## config.mk

```make
export PLATFORM = sky130hd
export DESIGN_NAME = pipeline_hazard_ctrl_flat
export DESIGN_NICKNAME = d
export VERILOG_FILES = /design/src/rtl/pipeline_hazard_ctrl_if.sv /design/src/rtl/pipeline_hazard_ctrl.sv /design/src/flat_wrapper.sv
export SDC_FILE = /design/constraint.sdc
export NUM_CORES = 1
export LEC_CHECK = 0
export ABC_AREA = 1
export CAP_MARGIN = 20
export CORE_MARGIN = 2
export CORE_UTILIZATION = 54
export CTS_BUF_LIST = sky130_fd_sc_hd__clkbuf_4
export CTS_CLUSTER_SIZE = 30
export DETAILED_ROUTE_END_ITERATION = 10
export GPL_TIMING_DRIVEN = 0
export PLACE_DENSITY = 0.93
export SYNTH_ARGS = -nofsm -noshare
export SYNTH_HDL_FRONTEND = slang
export SYNTH_SLANG_ARGS = --single-unit
```

## constraint.sdc

```tcl
create_clock -name clk -period 4.58 [get_ports clk]
set_clock_uncertainty 0.2 [all_clocks]
set_input_delay 0.458 -clock clk [delete_from_list [all_inputs] [get_ports clk]]
set_output_delay 0.458 -clock clk [all_outputs]
set_load 0.005 [all_outputs]
```

## src/rtl/pipeline_hazard_ctrl_if.sv

```systemverilog
// Hazard-controller bundle: hazard sources coming in from the pipeline and the
// per-stage enable/flush controls going back out.
interface pipeline_hazard_ctrl_if #(
    parameter int CNT_W = 16
);
    logic [4:0]       ifid_rs1;
    logic [4:0]       ifid_rs2;
    logic             ifid_use_rs1;
    logic             ifid_use_rs2;
    logic             idex_memread;
    logic [4:0]       idex_rd;
    logic             branch_taken;
    logic             exmem_mem_access;
    logic             mem_ready;

    logic             pc_en;
    logic             ifid_en;
    logic             ifid_flush;
    logic             idex_en;
    logic             idex_flush;
    logic             exmem_en;
    logic             memwb_en;
    logic             memwb_bubble;
    logic [CNT_W-1:0] stall_cnt;
    logic             mem_err;

    // The pipeline datapath side.
    modport master (
        output ifid_rs1, ifid_rs2, ifid_use_rs1, ifid_use_rs2,
               idex_memread, idex_rd, branch_taken, exmem_mem_access, mem_ready,
        input  pc_en, ifid_en, ifid_flush, idex_en, idex_flush,
               exmem_en, memwb_en, memwb_bubble, stall_cnt, mem_err
    );

    // The hazard controller side.
    modport slave (
        input  ifid_rs1, ifid_rs2, ifid_use_rs1, ifid_use_rs2,
               idex_memread, idex_rd, branch_taken, exmem_mem_access, mem_ready,
        output pc_en, ifid_en, ifid_flush, idex_en, idex_flush,
               exmem_en, memwb_en, memwb_bubble, stall_cnt, mem_err
    );
endinterface

```

## src/rtl/pipeline_hazard_ctrl.sv

```systemverilog
// Stall/flush sequencer for the 5-stage pipeline: load-use, taken-branch and
// multi-cycle memory hazards, plus a saturating stall counter and timeout flag.
module pipeline_hazard_ctrl #(
    parameter int MEM_TIMEOUT = 255,
    parameter int CNT_W       = 16
) (
    input  logic                   clk,
    input  logic                   rst_n,
    pipeline_hazard_ctrl_if.slave  hz
);
    localparam int WAIT_W = $clog2(MEM_TIMEOUT + 1);
    localparam logic [WAIT_W-1:0] WAIT_MAX = WAIT_W'(MEM_TIMEOUT);

    typedef enum logic {RUN, MEM_WAIT} state_t;

    state_t            state_q, state_d;
    logic [WAIT_W-1:0] wait_cnt_q, wait_cnt_d;
    logic [CNT_W-1:0]  stall_cnt_q, stall_cnt_d;
    logic              mem_err_q, mem_err_d;

    logic load_use;
    logic mem_stall;
    logic pc_en, ifid_en, ifid_flush, idex_en, idex_flush;
    logic exmem_en, memwb_en, memwb_bubble;

    assign load_use = hz.idex_memread && (hz.idex_rd != 5'd0) &&
                      ((hz.ifid_use_rs1 && (hz.idex_rd == hz.ifid_rs1)) ||
                       (hz.ifid_use_rs2 && (hz.idex_rd == hz.ifid_rs2)));

    assign mem_stall = hz.exmem_mem_access && !hz.mem_ready;

    // A memory stall freezes everything, so branch and load-use are simply
    // re-evaluated once the MEM instruction finally completes.
    always_comb begin
        pc_en        = 1'b1;
        ifid_en      = 1'b1;
        ifid_flush   = 1'b0;
        idex_en      = 1'b1;
        idex_flush   = 1'b0;
        exmem_en     = 1'b1;
        memwb_en     = 1'b1;
        memwb_bubble = 1'b0;
        if (!rst_n) begin
            pc_en        = 1'b0;
            ifid_en      = 1'b0;
            ifid_flush   = 1'b1;
            idex_en      = 1'b0;
            idex_flush   = 1'b1;
            exmem_en     = 1'b0;
            memwb_en     = 1'b0;
            memwb_bubble = 1'b1;
        end else if (mem_stall) begin
            pc_en        = 1'b0;
            ifid_en      = 1'b0;
            idex_en      = 1'b0;
            exmem_en     = 1'b0;
            memwb_en     = 1'b0;
            memwb_bubble = 1'b1;
        end else if (hz.branch_taken) begin
            ifid_flush   = 1'b1;
            idex_flush   = 1'b1;
        end else if (load_use) begin
            pc_en        = 1'b0;
            ifid_en      = 1'b0;
            idex_flush   = 1'b1;
        end
    end

    always_comb begin
        state_d     = state_q;
        wait_cnt_d  = wait_cnt_q;
        mem_err_d   = mem_err_q;
        stall_cnt_d = stall_cnt_q;
        if (!pc_en && (stall_cnt_q != {CNT_W{1'b1}})) begin
            stall_cnt_d = stall_cnt_q + 1'b1;
        end
        case (state_q)
            RUN: begin
                if (mem_stall) begin
                    state_d    = MEM_WAIT;
                    wait_cnt_d = '0;
                end
            end
            MEM_WAIT: begin
                // Leaving also covers the access request dropping without ready.
                if (!mem_stall) begin
                    state_d = RUN;
                end else begin
                    if (wait_cnt_q != WAIT_MAX) begin
                        wait_cnt_d = wait_cnt_q + 1'b1;
                    end
                    if (wait_cnt_d == WAIT_MAX) begin
                        mem_err_d = 1'b1;
                    end
                end
            end
            default: state_d = RUN;
        endcase
    end

    always_ff @(posedge clk or negedge rst_n) begin
        if (!rst_n) begin
            state_q     <= RUN;
            wait_cnt_q  <= '0;
            stall_cnt_q <= '0;
            mem_err_q   <= 1'b0;
        end else begin
            state_q     <= state_d;
            wait_cnt_q  <= wait_cnt_d;
            stall_cnt_q <= stall_cnt_d;
            mem_err_q   <= mem_err_d;
        end
    end

    assign hz.pc_en        = pc_en;
    assign hz.ifid_en      = ifid_en;
    assign hz.ifid_flush   = ifid_flush;
    assign hz.idex_en      = idex_en;
    assign hz.idex_flush   = idex_flush;
    assign hz.exmem_en     = exmem_en;
    assign hz.memwb_en     = memwb_en;
    assign hz.memwb_bubble = memwb_bubble;
    assign hz.stall_cnt    = stall_cnt_q;
    assign hz.mem_err      = mem_err_q;
endmodule
```

## src/flat_wrapper.sv

```systemverilog
// flat-port wrapper written by rule: the top's interface ports become plain ports
module pipeline_hazard_ctrl_flat 
#(
    parameter int MEM_TIMEOUT = 255,
    parameter int CNT_W       = 16
)
  (clk, rst_n, hz_ifid_rs1, hz_ifid_rs2, hz_ifid_use_rs1, hz_ifid_use_rs2, hz_idex_memread, hz_idex_rd, hz_branch_taken, hz_exmem_mem_access, hz_mem_ready, hz_pc_en, hz_ifid_en, hz_ifid_flush, hz_idex_en, hz_idex_flush, hz_exmem_en, hz_memwb_en, hz_memwb_bubble, hz_stall_cnt, hz_mem_err);
  pipeline_hazard_ctrl_if #(.CNT_W(CNT_W)) hz_i ();
  input  logic clk;
  input  logic rst_n;
  input wire logic [$bits(hz_i.ifid_rs1)-1:0] hz_ifid_rs1;
  input wire logic [$bits(hz_i.ifid_rs2)-1:0] hz_ifid_rs2;
  input wire logic [$bits(hz_i.ifid_use_rs1)-1:0] hz_ifid_use_rs1;
  input wire logic [$bits(hz_i.ifid_use_rs2)-1:0] hz_ifid_use_rs2;
  input wire logic [$bits(hz_i.idex_memread)-1:0] hz_idex_memread;
  input wire logic [$bits(hz_i.idex_rd)-1:0] hz_idex_rd;
  input wire logic [$bits(hz_i.branch_taken)-1:0] hz_branch_taken;
  input wire logic [$bits(hz_i.exmem_mem_access)-1:0] hz_exmem_mem_access;
  input wire logic [$bits(hz_i.mem_ready)-1:0] hz_mem_ready;
  output wire logic [$bits(hz_i.pc_en)-1:0] hz_pc_en;
  output wire logic [$bits(hz_i.ifid_en)-1:0] hz_ifid_en;
  output wire logic [$bits(hz_i.ifid_flush)-1:0] hz_ifid_flush;
  output wire logic [$bits(hz_i.idex_en)-1:0] hz_idex_en;
  output wire logic [$bits(hz_i.idex_flush)-1:0] hz_idex_flush;
  output wire logic [$bits(hz_i.exmem_en)-1:0] hz_exmem_en;
  output wire logic [$bits(hz_i.memwb_en)-1:0] hz_memwb_en;
  output wire logic [$bits(hz_i.memwb_bubble)-1:0] hz_memwb_bubble;
  output wire logic [$bits(hz_i.stall_cnt)-1:0] hz_stall_cnt;
  output wire logic [$bits(hz_i.mem_err)-1:0] hz_mem_err;
  assign hz_i.ifid_rs1 = hz_ifid_rs1;
  assign hz_i.ifid_rs2 = hz_ifid_rs2;
  assign hz_i.ifid_use_rs1 = hz_ifid_use_rs1;
  assign hz_i.ifid_use_rs2 = hz_ifid_use_rs2;
  assign hz_i.idex_memread = hz_idex_memread;
  assign hz_i.idex_rd = hz_idex_rd;
  assign hz_i.branch_taken = hz_branch_taken;
  assign hz_i.exmem_mem_access = hz_exmem_mem_access;
  assign hz_i.mem_ready = hz_mem_ready;
  assign hz_pc_en = hz_i.pc_en;
  assign hz_ifid_en = hz_i.ifid_en;
  assign hz_ifid_flush = hz_i.ifid_flush;
  assign hz_idex_en = hz_i.idex_en;
  assign hz_idex_flush = hz_i.idex_flush;
  assign hz_exmem_en = hz_i.exmem_en;
  assign hz_memwb_en = hz_i.memwb_en;
  assign hz_memwb_bubble = hz_i.memwb_bubble;
  assign hz_stall_cnt = hz_i.stall_cnt;
  assign hz_mem_err = hz_i.mem_err;
  pipeline_hazard_ctrl #(.MEM_TIMEOUT(MEM_TIMEOUT), .CNT_W(CNT_W)) u_core (.clk(clk), .rst_n(rst_n), .hz(hz_i));
endmodule
```

---- Word-level counts from Yosys, hierarchy flattened ----
Index checks and enable logic that the tools add are counted.
Widths: inputs -> output; s select.
word-level totals
  flip-flop bits (word level) ............. 26
  input port bits ......................... 23
  output and inout port bits .............. 25
  word-level logic and storage cells ...... 47
operators by class
  add/subtract/negate cells ............... 2
  eq/ne operators ......................... 7
  multiplexer cells ....................... 21
  bitwise gates (word level) .............. 1
  reduce and logical (&&, ||, !) cells .... 12
operators by type and width
  operator               number
  $mux 8                 5
  $add 16x1->16 const B  1
  $ne 16x16->1 const B   1
  $pmux 8 s2             1
  $mux 1                 15
  $eq 5x5->1             2
  $add 8x1->8 const B    1
  $eq 8x8->1 const B     1
  $ne 8x8->1 const B     1
  $logic_and 1x1->1      6
  $reduce_bool 5->1      1
  $reduce_and 3->1       1
  $logic_not 1->1        2
  $ne 2x1->1 const B     1
  $ne 2x2->1 const B     1
  $reduce_and 2->1       1
  $logic_or 1x1->1       1
  $not 1->1              1

---- Depth between registers and ports, before layout ----
  depth after elaboration ................. 10
  depth in mapped cells ................... 12
  mapped depth without buffers ............ 11

---- Worst setup path before layout ----
OpenSTA, ideal clock, no wires.
  kind .................................... input-to-output
  from .................................... input hz_idex_rd[4]
  to ...................................... output hz_pc_en
  arrival time ............................ 1.396 ns
  required time ........................... 3.922 ns
  slack ................................... 2.526 ns
  cell stages on the path ................. 11
  buffers on the path ..................... 2
  path through ............................ inv_1 nand2_1 nand2_1 nor2_1 nand3_1 nand2_1 nand3_1 nand2_2 buf_2 inv_2 buf_4
on the way
  longest elaborated chain between the ends .. 8
  elaborated cells on any way between the ends .. 12
  classes of those cells .................. 2 x eq/ne; 4 x mux; 6 x reduce/logical
ends and longest elaborated chain
  item                                  line                                                    text
  start: declaration                    flat_wrapper.sv:16                                      input wire logic [$bits(hz_i.idex_rd)-1:0] hz_idex_rd;
  $eq 5x5->1 (on tied branches)         pipeline_hazard_ctrl.sv:27, pipeline_hazard_ctrl.sv:28
  $logic_and 1x1->1 (on tied branches)  pipeline_hazard_ctrl.sv:27, pipeline_hazard_ctrl.sv:28
  $logic_or 1x1->1                      pipeline_hazard_ctrl.sv:27                              ((hz.ifid_use_rs1 && (hz.idex_rd == hz.ifid_rs1)) ||
  $logic_and 1x1->1 *                   pipeline_hazard_ctrl.sv:26                              assign load_use = hz.idex_memread && (hz.idex_rd != 5'd0) &&
  $mux 1 * (4 in a row)                 n/a
  end: declaration                      flat_wrapper.sv:20                                      output wire logic [$bits(hz_i.pc_en)-1:0] hz_pc_en;
Mark *: on every way between the ends. The rest lies on a longest branch, timed or not.

---- Worst setup path after layout ----
  from .................................... input rst_n
  to ...................................... output hz_pc_en
on the way
  longest elaborated chain between the ends .. 1
ends and longest elaborated chain
  item                line                        text
  start: declaration  flat_wrapper.sv:10          input logic rst_n;
  $mux 1              pipeline_hazard_ctrl.sv:43  if (!rst_n) begin
Every way passes these cells.

==> run metrics <==
status=finished, final reports clean; ANT nets after route=0; ranking of synthesized cells by area=dfrtp_1 (35%), nand2_1 (20%), nand3_1 (10%); Crit Path Category=input pin to output port; synthesized area per cell=6.67 um^2; Final nets=354; global-route usage over all layers=25.0%; register bit count reported by yosys=26; Buffers on Ports=47; Clock Path Buffers=2; fraction of synthesized area in multiplexers=0%; Hold Path Class=flip-flop to flip-flop; register area share after synthesis=35.4%; Post-DP HPWL=3640 um; most area-hungry cell type in the Yosys netlist=dfrtp_1; Worst setup EP type=output port; period utilization=81.2%; Critical Path RT=3.92 ns; Die Height=62.4 um; Slew @ Worst Pin=0.629 ns; vias post-DR=1948; CP peak stage delay=0.87 ns; final wirelength=4620 um; initial antenna violation count=0; synthesized area=1840 um^2; Syn-to-layout area delta=32.4%; setup_tns=0 ns; IO Pins=48; XOR/XNOR Fraction of Synth Area=8.09%; Pwr Total=619 uW; setup bufs post-CTS=0; Synth Area in Compound Gates=3.40%; Worst Setup Start Kind=input pin; clk_lat worst skew=0.33 ns; most frequent cell after synthesis=nand2_1; Async SR Flop Fraction=100%; Syn. warnings=0; GR Overflow Total=0; worst endpoint data arrival time=3.06 ns; core area=3310 um^2; diode count=0; largest net degree at the start of global routing=16; final hold viol count=0; Resized cells post-CTS=0; vias in the first global route=1885; H-tree Lvls=1; via-per-instance ratio=5.21; crit path cell chain=clkdlybuf4s50_1 > buf_8 > inv_1 > nor2_1 > nand2_2 > buf_2 > inv_2 > buf_4 > clkdlybuf4s50_1; Mapped Cells=276; first-pass GRT wire length=7940 um; RD Place Congestion=0.881; min Tclk post-route=3.72 ns; CTS tree=built; Max VDD drop=0.000350 V; ratio of cells with drive above 1 in the final layout=6.71%; Max Slew Vio Count=0; die area=3890 um^2; Power per Cell Area=254 nW/um^2; Post-Synth Adder-Cell Area=1.36%; Synth cell types=26; RSZ-0062 raised after global routing=false; commonest cells in the netlist=nand2_1 (99), nand3_1 (37), inv_1 (35); largest family of logic cells by synthesized area=simple AND/OR/NAND/NOR gates; Die X=62.4 um; setup violators final=0; DRC Markers=0; Initial Utilization=55.6%; slew margin rel.=57.9%; Crit path top cell by count=clkdlybuf4s50_1; Initial DRC Count=156; simple-gate portion of the synthesized area=41.3%; Post-CTS Hold Buffers=0; synthesized net count=301; Post-synth EDFFs=0; clk sinks=26; prevailing post-synth register cell=dfrtp_1; worst-path maximum fanout=15; first drt pass iteration count=5; Clock transition at path regs=0.13 ns; Pleak=0.00120 uW; FP Rows=21; fmax=0.269 GHz; slowest CP cell=clkdlybuf4s50_1; routed len/inst=12.3 um; share of the synthesized area in the top cell type=35.4%; max_cap viols=0; root buffer cell=clkbuf_4; TritonCTS Buffers=3
## sequential cells by signal (all words and copies together), names as in the netlist
signal	cells
u_core.hz.mem_err	1
u_core.hz.stall_cnt	16
u_core.wait_cnt_q	8
u_core.state_q	1
## area by class of cell
cell class	count	area (um^2)
Tap cell	46	57.6
Buffer	7	47.5
Timing Repair Buffer	48	485
Clock buffer	3	22.5
Inverter	39	146
Fill cell	263	875
Multi-Input combinational cell	204	996
Clock inverter	1	30.0
Sequential cell	26	651
## worst max-delay path: cells and delay by family
| kind | cells | cell delay [ns] |
|---|---|---|
| AND/OR/NAND/NOR | 2 | 0.53 |
| buffers and inverters | 7 | 2.06 |
## cell usage in the layout (no fill, tap or decap)
master and n:
nor3_1 5, o22ai_1 4, dfrtp_1 26, a21oi_1 4, buf_4 3, nor2_1 24, ha_1 2, clkbuf_1 1
nand3_1 37, nand2_4 1, clkbuf_4 3, xnor2_1 8, nor2_4 1, buf_2 2, o21ai_1 1, clkdlybuf4s50_1 47
o21ai_0 1, buf_6 1, inv_1 35, bufinv_16 1, nand3_4 1, buf_8 1, nand2_1 99, inv_2 4
nor3_2 1, nand4_1 2, nand2_2 2, xor2_1 9, nor3b_2 1, o21bai_1 1
## power by group
part	switching, uW	total [uW]	internal, uW
logic	76.9	177	99.7
registers	33.1	285	252
clock network	68.9	158	88.6
## final timing paths
kind,startpoint,endpoint,slack [ns],cells after the start
worst max-delay path,rst_n,hz_pc_en,0.86,9
worst min-delay path,u_core.hz.mem_err,u_core.hz.mem_err,0.29,2
worst max register to register,u_core.hz.stall_cnt[0],u_core.hz.stall_cnt[10],2.48,8
worst min register to register,u_core.hz.mem_err,u_core.hz.mem_err,0.29,2
max in group asynchronous,rst_n,u_core.hz.stall_cnt[12],3.36,2
min in group asynchronous,rst_n,u_core.hz.stall_cnt[4],0.30,1
## layer usage
metal  vias up  global-route usage, %  wire [um]
li1        961                      -          -
met1       902                   28.8       1840
met2        75                   47.4       2460
met3        10                   3.60        238
met4         0                   8.33         87
met5         -                      0          0
## per-stage QoR
stage                     std cells  hold WS, ns  instance area, um^2  setup WS (ns)  util (%)
final                           374        0.295                 2440          0.860      73.6
after global routing            374        0.311                 2440          0.625      73.6
after CTS                       374        0.299                 2440          0.818      73.6
after detailed placement        370        0.264                 2380          0.829      72.0
after global placement          369        0.256                 2370          0.564      71.5
after floorplan                 276      -0.0376                 1840           2.53         -
## logic make-up (layout without fill, tap and decap cells)
family | after synthesis | after routing
AND/OR/NAND/NOR | 174 | 174
buffers and inverters | 46 | 98
flip-flops | 26 | 26
XOR/XNOR | 17 | 17
AO/OA/AOI/OAI | 11 | 11
adder cells (fa/ha/maj) | 2 | 2
Note: power is estimated with default switching activity, not from simulation.
